--- config.mk ---
export PLATFORM = sky130hd
export DESIGN_NAME = bp_trace_delta_encoder
export DESIGN_NICKNAME = d
export VERILOG_FILES = /design/src/rtl/bp_trace_delta_encoder.sv
export SDC_FILE = /design/constraint.sdc
export NUM_CORES = 1
export LEC_CHECK = 0
export ABC_AREA = 0
export BUFFER_PORTS_ARGS = -buffer_cell sky130_fd_sc_hd__clkbuf_2
export CORE_MARGIN = 5
export CORE_UTILIZATION = 45
export DETAILED_ROUTE_END_ITERATION = 10
export PLACE_DENSITY_LB_ADDON = 0.25
export SLEW_MARGIN = 20
export SYNTH_ARGS = -nofsm -noshare
export SYNTH_HDL_FRONTEND = slang
export SYNTH_SLANG_ARGS = --single-unit
--- constraint.sdc ---
create_clock -name clk_i -period 13.1 [get_ports clk_i]
set_clock_uncertainty 0.05 [all_clocks]
set_input_delay 1.31 -clock clk_i [delete_from_list [all_inputs] [get_ports clk_i]]
set_output_delay 1.31 -clock clk_i [all_outputs]
set_load 0.005 [all_outputs]
--- src/rtl/bp_trace_delta_encoder.sv ---
`default_nettype none
// ============================================================================
//  Module   : bp_trace_delta_encoder
//  Purpose  : Passive commit-stream snooper that compresses committed PCs into
//             64-bit trace packets. Sequential commits only bump a run
//             counter. A PC discontinuity emits a BRANCH packet carrying the
//             run length and the new PC. Packets queue in a small FIFO ahead
//             of the trace sink. On FIFO overflow, dropped commits are counted
//             and reported with an OVERFLOW packet, and the stream then
//             resynchronises with a fresh SYNC packet.
//  Ports    : clk_i / reset_n_i        clock, asynchronous active-low reset
//             commit_v_i/commit_ready_i commit handshake (never backpressured)
//             commit_pc_i              PC of the committed instruction
//             flush_i                  request to emit any pending run
//             trace_data_o/trace_v_o   packet at the FIFO head, head valid
//             trace_ready_i            sink accepts the head packet
//             overflow_o               high while commits are being dropped
//  Revision : 1.0 - initial release
// ============================================================================
module bp_trace_delta_encoder #(
    parameter int vaddr_width_p = 40,
    parameter int run_width_p   = 16,
    parameter int drop_width_p  = 16,
    parameter int fifo_els_p    = 8
) (
    input  logic                     clk_i,
    input  logic                     reset_n_i,
    input  logic                     commit_v_i,
    input  logic                     commit_ready_i,
    input  logic [vaddr_width_p-1:0] commit_pc_i,
    input  logic                     flush_i,
    output logic [63:0]              trace_data_o,
    output logic                     trace_v_o,
    input  logic                     trace_ready_i,
    output logic                     overflow_o
);

    localparam int c_PW = (fifo_els_p > 1) ? $clog2(fifo_els_p) : 1;
    localparam int c_CW = c_PW + 1;
    localparam logic [c_CW-1:0] c_FULL = c_CW'(fifo_els_p);

    localparam logic [1:0] c_ST_SYNC  = 2'd0;
    localparam logic [1:0] c_ST_TRACE = 2'd1;
    localparam logic [1:0] c_ST_DROP  = 2'd2;

    localparam logic [1:0] c_PT_SYNC     = 2'b00;
    localparam logic [1:0] c_PT_RUN      = 2'b01;
    localparam logic [1:0] c_PT_BRANCH   = 2'b10;
    localparam logic [1:0] c_PT_OVERFLOW = 2'b11;

    // The run counter never holds all-ones: the commit that would take it
    // there emits a saturated RUN packet instead and restarts the count.
    localparam logic [run_width_p-1:0] c_RUN_LAST = {{(run_width_p-1){1'b1}}, 1'b0};

    logic [1:0]               r_state;
    logic [run_width_p-1:0]   r_run;
    logic [vaddr_width_p-1:0] r_last_pc;
    logic [drop_width_p-1:0]  r_drop;

    logic [63:0]              r_mem [fifo_els_p];
    logic [c_PW-1:0]          r_wptr;
    logic [c_PW-1:0]          r_rptr;
    logic [c_CW-1:0]          r_count;

    logic                     w_accept;
    logic                     w_seq;
    logic                     w_full;
    logic                     w_empty;
    logic                     w_enq;
    logic                     w_deq;
    logic                     w_gen;
    logic [63:0]              w_pkt;
    logic [1:0]               w_state_nxt;
    logic [run_width_p-1:0]   w_run_nxt;
    logic [vaddr_width_p-1:0] w_last_pc_nxt;
    logic [drop_width_p-1:0]  w_drop_nxt;
    logic [drop_width_p-1:0]  w_drop_inc;

    assign w_accept   = commit_v_i & commit_ready_i;
    // Modular add, so the top of the address space wraps into 0 sequentially.
    assign w_seq      = (commit_pc_i == (r_last_pc + vaddr_width_p'(4)));
    // Full is judged on the registered count only: a same-cycle dequeue
    // does not make room for this cycle's write.
    assign w_full     = (r_count == c_FULL);
    assign w_empty    = (r_count == '0);
    assign w_deq      = ~w_empty & trace_ready_i;
    assign w_enq      = w_gen & ~w_full;
    assign w_drop_inc = (r_drop == '1) ? r_drop : (r_drop + drop_width_p'(1));

    always_comb begin
        w_gen         = 1'b0;
        w_pkt         = '0;
        w_state_nxt   = r_state;
        w_run_nxt     = r_run;
        w_last_pc_nxt = r_last_pc;
        w_drop_nxt    = r_drop;
        case (r_state)
            c_ST_SYNC: begin
                if (w_accept) begin
                    w_gen                        = 1'b1;
                    w_pkt[63:62]                 = c_PT_SYNC;
                    w_pkt[vaddr_width_p-1:0]     = commit_pc_i;
                    w_last_pc_nxt                = commit_pc_i;
                    w_run_nxt                    = '0;
                    w_state_nxt                  = c_ST_TRACE;
                end
            end
            c_ST_TRACE: begin
                if (w_accept) begin
                    w_last_pc_nxt = commit_pc_i;
                    if (w_seq) begin
                        if (r_run == c_RUN_LAST) begin
                            w_gen                  = 1'b1;
                            w_pkt[63:62]           = c_PT_RUN;
                            w_pkt[run_width_p-1:0] = '1;
                            w_run_nxt              = '0;
                        end else begin
                            w_run_nxt = r_run + run_width_p'(1);
                        end
                    end else begin
                        w_gen                                 = 1'b1;
                        w_pkt[63:62]                          = c_PT_BRANCH;
                        w_pkt[vaddr_width_p-1:0]              = commit_pc_i;
                        w_pkt[vaddr_width_p +: run_width_p]   = r_run;
                        w_run_nxt                             = '0;
                    end
                end else if (flush_i && (r_run != '0)) begin
                    // Flush only wins on idle cycles; the requester keeps it
                    // asserted until a cycle without an accept.
                    w_gen                  = 1'b1;
                    w_pkt[63:62]           = c_PT_RUN;
                    w_pkt[run_width_p-1:0] = r_run;
                    w_run_nxt              = '0;
                end
            end
            c_ST_DROP: begin
                if (w_full) begin
                    if (w_accept) begin
                        w_drop_nxt = w_drop_inc;
                    end
                end else begin
                    // The commit on the freeing cycle is counted, not encoded.
                    w_gen                   = 1'b1;
                    w_pkt[63:62]            = c_PT_OVERFLOW;
                    w_pkt[drop_width_p-1:0] = w_accept ? w_drop_inc : r_drop;
                    w_drop_nxt              = '0;
                    w_state_nxt             = c_ST_SYNC;
                end
            end
            default: begin
                w_state_nxt = c_ST_SYNC;
            end
        endcase

        // A packet meeting a full FIFO is lost; that commit is the first drop.
        if ((r_state != c_ST_DROP) && w_gen && w_full) begin
            w_drop_nxt  = drop_width_p'(1);
            w_run_nxt   = '0;
            w_state_nxt = c_ST_DROP;
        end
    end

    always_ff @(posedge clk_i or negedge reset_n_i) begin
        if (!reset_n_i) begin
            r_state   <= c_ST_SYNC;
            r_run     <= '0;
            r_last_pc <= '0;
            r_drop    <= '0;
            r_wptr    <= '0;
            r_rptr    <= '0;
            r_count   <= '0;
        end else begin
            r_state   <= w_state_nxt;
            r_run     <= w_run_nxt;
            r_last_pc <= w_last_pc_nxt;
            r_drop    <= w_drop_nxt;
            if (w_enq) begin
                r_wptr <= r_wptr + c_PW'(1);
            end
            if (w_deq) begin
                r_rptr <= r_rptr + c_PW'(1);
            end
            case ({w_enq, w_deq})
                2'b10:   r_count <= r_count + c_CW'(1);
                2'b01:   r_count <= r_count - c_CW'(1);
                default: r_count <= r_count;
            endcase
        end
    end

    // Storage needs no reset: an empty FIFO masks the head to zero.
    always_ff @(posedge clk_i) begin
        if (w_enq) begin
            r_mem[r_wptr] <= w_pkt;
        end
    end

    assign trace_v_o    = ~w_empty;
    assign trace_data_o = w_empty ? 64'd0 : r_mem[r_rptr];
    assign overflow_o   = (r_state == c_ST_DROP);

endmodule
`default_nettype wire

==> metrics.cfg, run 1 <==
[setup_path]
rrSetupSlack_ns=8.11
worst-endpoint-required_ns=13.30
r2r_cells=9
cp-end-kind=flop
cp.arrival_ns=5.19
r2r-start=r_last_pc[9]$_DFFE_PN0P_
critPathKind=reg2reg
r2r-end=r_mem[4][13]$_DFFE_PP_
critPathLaunchType=flop
worst-path-max-fanout=14

[clocking]
cts-buffers-inserted=54
clockRootBuffer=clkbuf_16
ctsResizeCount=0
hold_buffers=0
cts_tree=yes
clock_sinks=548
clkTransAtPathRegs_ns=0.06
clk-insertion-delay-late_ns=0.60
h-tree-depth=2
post_cts_buffers=0
cts_buffer_depth=3

[sta]
period_share=0.381
fin_setup_tns_ns=0
grt_setup_unrepaired=no
hold_ws_ns=0.483
finalMaxSlewViolations=0
period_needed_ns=4.99
tightest_slew_ns=1.09
hold_violations=0
slew-limit-headroom=0.266
setup_viol=0
clock.fmax_mhz=200

[floorplan]
ioPinCount=112
fp.dieArea_um2=58900
fp-row-count=85
start_util=0.454
core_um2=53700
dieHeight_um=243
die_w_um=243

[routing]
routed_wirelength_um=57500
vias=14100
vias_per_cell=5.91
drtAntennaViolNets=0
wl_per_cell_um=24.1
dr.pass1.iters=5
drc=0
drt-initial-drc-count=1451

[place]
port_buffers=105
hpwl_um=35100
place.gp.congestion=0.901
dp_cells=2285

[power_and_ir_drop]
p_int_mw=3.86
power_mw=5.69
p_per_area_nw_per_um2=207
vdd_drop_max_v=0.000138
seqPwrFrac=0.427
combPwrFrac=0.305
power.leakage_nw=9.52
p_clk_frac=0.267
switching_share=0.321
power_switching_mw=1.83

[finish]
n_antenna_cell=0
fin_util=0.511
nets=1707
synthToLayoutAreaGrowth_pct=12.6
final_layout_size_suffix_gt1_frac=0.236
finalNonFillerCells=2389

[synthesis]
ys_ff_latch=548
yosys_warnings=0
yosysSeqAreaShare=0.658
synth-edff-count=464
synth.area.top_cells=edfxtp_1, mux4_2, dfrtp_1
async_reset_ff_frac=0.153
ys_types=75
syn-cell-area_um2=24400
synth.largest_area_cell=edfxtp_1
avgSynthCellArea_um2=15.7
yosysMostFrequentCell=edfxtp_1
yosysTopAreaCellShare=0.571
netlist_instances=1551
synth_flop_cell=edfxtp_1
synth.top_cells.by_count=edfxtp_1, mux4_2, nor2_1

[global_routing]
grt_max_degree=75
overflow=0
grt_antenna_before_repair=0
grt_use_total=0.194
grt_pass1_vias=14400
grt_pass1_wl_um=88900

[worst_hold_path]
min_to=r_last_pc[1]$_DFFE_PN0P_
holdPathStages=1
hp-start=r_last_pc[1]$_DFFE_PN0P_
hold_class=reg2reg

[status]
status=complete, no violations

[job]
maxCapViolations=0

cell usage in the layout (no fill, tap or decap), types with 43 or more instances in the layout:
cell / n
edfxtp_1: 464
mux4_2: 116
nor2_1: 109
clkbuf_2: 104
dfrtp_1: 81
mux2i_1: 63
nand2_1: 55
clkbuf_16: 55
and2_1: 46
mux2_2: 43
how the worst max path moves through the flow:
stage          cells past startpoint  slack [ns]                endpoint                startpoint
3_5_place_dp                      10        7.83   r_mem[5][3]$_DFFE_PP_            commit_pc_i[7]
4_1_cts                            5        8.10        trace_data_o[15]     r_rptr[1]$_DFFE_PN0P_
5_1_grt                           16        7.69  r_count[2]$_DFFE_PN0P_  r_last_pc[9]$_DFFE_PN0P_
6_report                           9        8.11  r_mem[4][13]$_DFFE_PP_  r_last_pc[9]$_DFFE_PN0P_
3_3_place_gp                      17        7.99  r_count[2]$_DFFE_PN0P_            commit_pc_i[7]
2_1_floorplan                      8        0.84   r_mem[0][0]$_DFFE_PP_           commit_pc_i[34]
worst max-delay path, stage by stage (launching register included):
cell	delay [ns]
dfrtp_1	0.53
nand4_1	0.38
nor4_2	0.85
nand4_1	0.21
mux2i_1	0.21
nor4_1	0.38
nand4_2	0.29
nor3_2	0.77
nor3_1	0.10
o32ai_1	0.86
power groups by stage:
stage	registers, mW	logic [mW]	clock network, mW
2_1_floorplan	2.30	1.31	0
3_3_place_gp	2.45	1.76	0
3_5_place_dp	2.47	1.77	0
4_1_cts	2.43	1.78	1.55
5_1_grt	2.47	1.91	1.63
6_report	2.43	1.74	1.52
kinds of logic (layout without fill, tap and decap cells):
family	count (synthesis)	count (layout)	share of synthesized area
AOI/OAI and AO/OA	176	176	0.0488
adders and majority gates	14	14	0.00718
other	1	6	0.000154
buffers and inverters	115	252	0.0197
and+or+nand+nor	405	405	0.0885
muxes	223	223	0.153
xor gates and xnor gates	69	69	0.0248
DFF	548	548	0.658
stage by stage:
| stage | worst slack (ns) | cell area (um2) |
|---|---|---|
| 4_1_cts | 8.10 | 27400 |
| 3_5_place_dp | 7.83 | 25600 |
| 3_3_place_gp | 7.99 | 25600 |
| 6_report | 8.11 | 27500 |
| 2_1_floorplan | 0.841 | 24400 |
| 5_1_grt | 7.69 | 27500 |
sequential cells by signal (all words and copies together) (netlist names):
register / flops
r_count: 4
r_drop: 16
r_last_pc: 40
r_mem: 464
r_rptr: 3
r_run: 16
r_state: 2
r_wptr: 3
routing by layer:
metal,vias to the layer above,wire [um],GRT usage
met2,501,27300,0.308
met3,73,3840,0.0306
met5,-,0,0
met4,0,1170,0.0466
met1,7243,25200,0.285
li1,6294,-,-
area by class of cell:
class                           instances  area (um2)
Timing Repair Buffer                  128         744
Fill cell                            4366       26200
Tap cell                              696         871
Inverter                               22        82.6
Sequential cell                       548       16000
Multi-Input combinational cell        893        7960
Clock buffer                           77        1500
Clock inverter                         25         254
Power figures use the tool's default switching activity.
==> run 2: changes to the inputs <==
==> constraint.sdc (replaced) <==
create_clock -name clk_i -period 4.97 [get_ports clk_i]
set_clock_uncertainty 0.05 [all_clocks]
set_input_delay 0.497 -clock clk_i [delete_from_list [all_inputs] [get_ports clk_i]]
set_output_delay 0.497 -clock clk_i [all_outputs]
set_load 0.005 [all_outputs]
==> run 2 against run 1 <==
Net effect: combinational power increased to 2.6 times the previous value; cell count increased by 0.63%; worst setup slack got worse by 7.7 ns; worst hold slack got worse by 0.32 ns.
==> metrics.cfg, run 2 (synthesized netlist as in run 1, its figures left out) <==
[routing]
drt-initial-drc-count=1075  ; -26%
wirelength_met1_um=25600  ; +1.4%
routed_wirelength_um=56400  ; -2.0%
drtAntennaViolNets=0  ; unchanged
vias_per_cell=5.84  ; -1.1%
drc=0  ; unchanged
dr.pass1.iters=5  ; unchanged
routed-wl-met3_um=3140  ; -18%
met2_length_um=26700  ; -1.9%
top_layer=met4
vias=14000  ; -0.49%
wl_per_cell_um=23.4  ; -2.6%

[setup_path]
crit_path_end=r_mem[4][10]$_DFFE_PP_
rrSetupSlack_ns=0.37  ; -7.73 ns
worst-endpoint-required_ns=5.17  ; -8.13 ns
r2r-end=r_mem[4][10]$_DFFE_PP_
critPathLaunchType=flop
r2r-start=r_last_pc[9]$_DFFE_PN0P_
crit_start=r_last_pc[9]$_DFFE_PN0P_
cp.arrival_ns=4.80  ; -0.39 ns
r2r_cells=11  ; +2
critPathKind=reg2reg
worst-path-max-fanout=14  ; unchanged
cp-end-kind=flop

[floorplan]
fp-row-count=85  ; unchanged
dieHeight_um=243  ; unchanged
core_um2=53700  ; unchanged
start_util=0.454  ; unchanged
ioPinCount=112  ; unchanged
fp.dieArea_um2=58900  ; unchanged
die_w_um=243  ; unchanged

[sta]
hold_ws_ns=0.159  ; -0.324 ns
fin_setup_tns_ns=0  ; unchanged
setup_slack_ns=0.374  ; -7.73 ns
grt_setup_unrepaired=no
period_needed_ns=4.60  ; -0.397 ns
slew-limit-headroom=0.265  ; -0.000973
tightest_slew_ns=1.10  ; +0.00739 ns
period_share=0.925  ; +0.544
clock.fmax_mhz=218  ; +8.6%
hold_violations=0  ; unchanged
finalMaxSlewViolations=0  ; unchanged
setup_viol=0  ; unchanged

[worst_hold_path]
hold_class=in2reg

[clocking]
cts_tree=yes
clkTransAtPathRegs_ns=0.06  ; about the same
clockRootBuffer=clkbuf_16
h-tree-depth=2  ; unchanged
clk-insertion-delay-late_ns=0.60  ; about the same
cts_buffer_depth=3  ; unchanged
clock_sinks=548  ; unchanged
cts-buffers-inserted=54  ; unchanged
post_cts_buffers=0  ; unchanged

[finish]
mostFrequentLayoutCells=edfxtp_1, mux4_2, nor2_1
nets=1722  ; +0.88%
synthToLayoutAreaGrowth_pct=13.6
largest_reg_flops=464  ; unchanged
top_regs=r_mem (464), r_last_pc (40)
final_layout_size_suffix_gt1_frac=0.245  ; +0.00920
largest-register=r_mem
final_common_cell=edfxtp_1

[global_routing]
overflow=0  ; unchanged
grt_use_total=0.189  ; -0.00474
grt_max_degree=59  ; -21%
grt_pass1_vias=14100  ; -1.9%
grt_pass1_wl_um=87100  ; -2.1%
grt_antenna_before_repair=2  ; +2

[place]
hpwl_um=35800  ; +2.2%
dp_slack_ns=0.466  ; -7.37 ns
port_buffers=105  ; unchanged
place.gp.congestion=0.888  ; -1.4%

[power_and_ir_drop]
combPwrFrac=0.301  ; -0.004
seqPwrFrac=0.429  ; +0.002
p_int_mw=10.3  ; +170%
vdd_drop_max_v=0.000328  ; +140%
power_switching_mw=4.79  ; +160%
p_per_area_nw_per_um2=544  ; +160%
power.leakage_nw=9.64  ; +1.3%
p_clk_frac=0.270  ; +0.003
switching_share=0.318  ; -0.00360

[job]
maxCapViolations=0  ; unchanged

[status]
status=complete, no violations

-- run 2: cell types whose count changed in the layout (fill, tap and decap cells not counted), moves of 2 or more --
cell | previous run | this run
buf_12 | 0 | 9
clkbuf_1 | 18 | 12
clkinvlp_4 | 4 | 2
buf_4 | 21 | 29
clkinv_2 | 7 | 11
buf_16 | 2 | 0
-- run 2: power by group through the flow --
| stage | logic [mW] | clock network, mW | registers (mW) |
|---|---|---|---|
| 2_1_floorplan | 3.46 | 0 | 6.03 |
| 3_3_place_gp | 4.60 | 0 | 6.52 |
| 3_5_place_dp | 4.63 | 0 | 6.56 |
| 4_1_cts | 4.64 | 4.16 | 6.47 |
| 5_1_grt | 4.98 | 4.36 | 6.56 |
| 6_report | 4.54 | 4.07 | 6.46 |
-- run 2: per-stage QoR --
step	cell area (um2)	instances	util	power, mW
CTS	27700	2403	0.515	15.3
detailed placement	25900	2301	0.482	11.2
floorplan	24400	1556	-	9.49
global placement	25900	2301	0.482	11.1
global route	27700	2404	0.516	15.9
finish	27700	2404	0.516	15.1
-- run 2: routing by layer --
metal,up-vias,global-route usage
met5,-,0
met1,7256,0.278
met3,60,0.0304
li1,6329,-
met4,0,0.0447
met2,397,0.301
-- run 2: worst min-delay path by stage --
stage	startpoint	endpoint	slack (ns)	depth (start not counted)
CTS	commit_pc_i[31]	r_last_pc[31]$_DFFE_PN0P_	0.12	2
floorplan	reset_n_i	r_count[0]$_DFFE_PN0P_	0.15	0
global placement	r_last_pc[1]$_DFFE_PN0P_	r_last_pc[1]$_DFFE_PN0P_	0.46	1
global route	commit_pc_i[37]	r_last_pc[37]$_DFFE_PN0P_	0.15	2
detailed placement	r_last_pc[1]$_DFFE_PN0P_	r_last_pc[1]$_DFFE_PN0P_	0.47	1
finish	commit_pc_i[31]	r_last_pc[31]$_DFFE_PN0P_	0.16	2
-- run 2: repair_timing --
| item | 4_1_cts | 5_1_grt |
|---|---|---|
| gates resized for setup | 0 | 0 |
| hold buffers | 1 | 0 |
| hold endpoints to repair | 41 | 0 |
-- run 2: final cells by class --
class | instances | area [um2]
antenna | 1 | 2.50
clock buffer | 71 | 1480
clock inverter | 30 | 302
fill | 4372 | 26000
inverter | 22 | 82.6
multi-input combinational | 893 | 7990
sequential | 548 | 16000
tap | 696 | 871
timing repair buffer | 143 | 928
-- run 2: worst max-delay path, stage by stage, from the launching register on --
cell,delay (ns)
dfrtp_1,0.50
nand4_1,0.38
nor4_2,0.38
buf_4,0.19
nand3_1,0.14
mux2i_1,0.43
nor4_1,0.18
nand4_1,0.15
nor4_2,0.06
buf_4,0.16
or3_1,0.60
o32ai_1,1.02
==> run 3: changes to the inputs <==
--- a/config.mk
+++ b/config.mk
@@ -7,10 +7,11 @@
 export LEC_CHECK = 0
 export ABC_AREA = 0
 export BUFFER_PORTS_ARGS = -buffer_cell sky130_fd_sc_hd__clkbuf_2
-export CORE_MARGIN = 5
+export CORE_MARGIN = 3
 export CORE_UTILIZATION = 45
 export DETAILED_ROUTE_END_ITERATION = 10
-export PLACE_DENSITY_LB_ADDON = 0.25
+export MAX_ROUTING_LAYER = met4
+export PLACE_DENSITY = 0.6
 export SLEW_MARGIN = 20
 export SYNTH_ARGS = -nofsm -noshare
 export SYNTH_HDL_FRONTEND = slang
==> run 3 against run 2 <==
Net effect: clock power about the same; critical path depth is 5 higher; worst setup slack better by 0.061 ns; die area down 3.3%; non-clock buffer count decreased by 4; sequential share of layout area hardly changed; largest power group unchanged.
==> metrics.cfg, run 3 (synthesized netlist as in run 1, its figures left out) <==
[status]
status=complete, no violations

[routing]
routed_wirelength_um=56700  ; +0.57%
dr.pass1.iters=5  ; unchanged
vias_per_cell=5.88  ; +0.65%
drtAntennaViolNets=0  ; unchanged
vias=14100  ; +0.27%
wl_per_cell_um=23.7  ; +0.95%
drc=0  ; unchanged
drt-initial-drc-count=1083  ; +0.74%

[floorplan]
start_util=0.459  ; +0.00540
fp.dieArea_um2=57000  ; -3.3%
core_um2=53100  ; -1.2%
die_w_um=239  ; -1.6%
dieHeight_um=239  ; -1.6%
ioPinCount=112  ; unchanged
fp-row-count=84  ; -1.2%

[clocking]
clock_sinks=548  ; unchanged
cts_buffer_depth=3  ; unchanged
clkTransAtPathRegs_ns=0.06  ; about the same
h-tree-depth=2  ; unchanged
cts_tree=yes
post_cts_buffers=0  ; unchanged
clk-insertion-delay-late_ns=0.60  ; about the same
clockRootBuffer=clkbuf_16
cts-buffers-inserted=55  ; +1.9%

[finish]
final_layout_size_suffix_gt1_frac=0.243  ; -0.00220
synthToLayoutAreaGrowth_pct=13.7  ; about the same
seqCellArea_um2=16000  ; unchanged
n_fill_cell=4281  ; -2.1%
largest_reg_flops=464  ; unchanged
multi_input_area_um2=8030  ; +0.53%
finalNonFillerCells=2395  ; -0.37%
nets=1719  ; -0.17%
largest-register=r_mem
top_regs=r_mem (464), r_last_pc (40)
mostFrequentLayoutCells=edfxtp_1, mux4_2, nor2_1
final_common_cell=edfxtp_1

[place]
dp_cells=2288  ; -0.56%
place.gp.congestion=0.937  ; +5.5%
hpwl_um=35000  ; -2.3%
port_buffers=105  ; unchanged

[global_routing]
grt_use_total=0.207  ; +0.0180
overflow=0  ; unchanged
grt_pass1_wl_um=87300  ; +0.17%
grt_max_degree=83  ; +41%
grt_pass1_vias=14100  ; -0.24%
grt_antenna_before_repair=1  ; -1

[sta]
slew-limit-headroom=0.277  ; +0.0120
finalMaxSlewViolations=0  ; unchanged
hold_violations=0  ; unchanged
setup_viol=0  ; unchanged
period_share=0.913  ; -0.0123
tightest_slew_ns=1.08  ; -0.0179 ns
hold_ws_ns=0.139  ; -0.0201 ns
clock.fmax_mhz=220  ; +1.3%
period_needed_ns=4.54  ; -0.0609 ns

[setup_path]
critPathKind=reg2reg
critPathMaxStageDelay_ns=0.64  ; -0.38 ns
cp.arrival_ns=4.96  ; +0.16 ns
crit_path_top_delay_cell=or4_1
cpMostUsedCell=xor2_1
worst-endpoint-required_ns=5.39  ; +0.22 ns
worst-path-max-fanout=10  ; -4
critPathLaunchType=flop
cp_top_family=simple AND/OR/NAND/NOR gates
cp_cell_sequence=nand4_1, or4_1, nor4_1, xnor2_1, and4bb_1, nand4_2, o31ai_4, nand2_1, inv_1, ha_1, xor2_1, ha_1, a21oi_1, xor2_1, nor2_1, xor2_1
cp_num_buf_inv=1  ; -1
cp-end-kind=flop

[job]
maxCapViolations=0  ; unchanged

[power_and_ir_drop]
vdd_drop_max_v=0.000278  ; -15%
power.leakage_nw=9.63  ; -0.19%
p_per_area_nw_per_um2=544  ; about the same

[worst_hold_path]
hold_class=in2reg

## run 3: cell types whose count changed in the layout (fill, tap and decap cells not counted), moves of 2 or more
cell        previous run  this run
buf_4                 29        23
o32ai_1               11         8
o32ai_2                2         5
clkbuf_1              12        22
clkinv_1               7         5
clkinv_2              11         8
clkbuf_8               4         1
clkinvlp_4             2         0
buf_12                 9        11
inv_6                  3         5
## run 3: cell type report
cell class	instances	area share
Antenna cell	1	0.0000903
Clock buffer	78	0.0531
Clock inverter	26	0.0108
Inverter	22	0.00298
Multi-Input combinational cell	893	0.290
Sequential cell	548	0.579
Tap cell	688	0.0311
Timing Repair Buffer	139	0.0333
## run 3: worst paths after layout
| path | start | to | slack, ns | depth (start not counted) |
|---|---|---|---|---|
| worst max-delay path | r_last_pc[9]$_DFFE_PN0P_ | r_count[2]$_DFFE_PN0P_ | 0.43 | 16 |
| worst min-delay path | commit_pc_i[38] | r_last_pc[38]$_DFFE_PN0P_ | 0.14 | 2 |
| worst max register to register | r_last_pc[9]$_DFFE_PN0P_ | r_count[2]$_DFFE_PN0P_ | 0.43 | 16 |
| worst min register to register | r_last_pc[1]$_DFFE_PN0P_ | r_last_pc[1]$_DFFE_PN0P_ | 0.48 | 1 |
| max in group asynchronous | reset_n_i | r_rptr[0]$_DFFE_PN0P_ | 3.41 | 3 |
| min in group asynchronous | reset_n_i | r_drop[15]$_DFFE_PN0P_ | 0.48 | 2 |
## run 3: per-layer routing
layer  routed length (um)  track usage  vias to the layer above
li1                     -            -                     6345
met1                25800        0.292                     7327
met2                27000        0.324                      352
met3                 2850       0.0307                       56
met4                  999       0.0464                        0
met5                    0            -                        -
## run 3: metrics by stage
stage	util	setup TNS [ns]	power [mW]	setup WS, ns	cell area (um2)
after floorplan	-	0	9.49	0.124	24400
after global placement	0.487	0	11.1	0.355	25800
after detailed placement	0.487	0	11.1	0.370	25900
after CTS	0.521	0	15.3	0.314	27600
after global routing	0.522	-0.0115	15.9	-0.0115	27700
final	0.522	0	15.1	0.435	27700
## run 3: what timing repair did
item                       4_1_cts  5_1_grt
hold endpoints to repair        54        0
setup endpoints to repair        0        3
hold buffers                     1        0
gates resized for setup          0        3
## run 3: worst register-to-register path: cells and delay by family, from the launching register on
kind                       cells  cell delay, ns
adders and majority gates      2            0.44
and+or+nand+nor                7            2.16
xor gates and xnor gates       4            0.61
AOI/OAI and AO/OA              2            0.50
buffers and inverters          1            0.16
DFF                            1            0.51
## run 3: power by group
part / switching [mW] / internal, mW
logic: 2.41 / 2.22
clock network: 1.72 / 2.38
registers: 0.648 / 5.70
total: 4.78 / 10.3
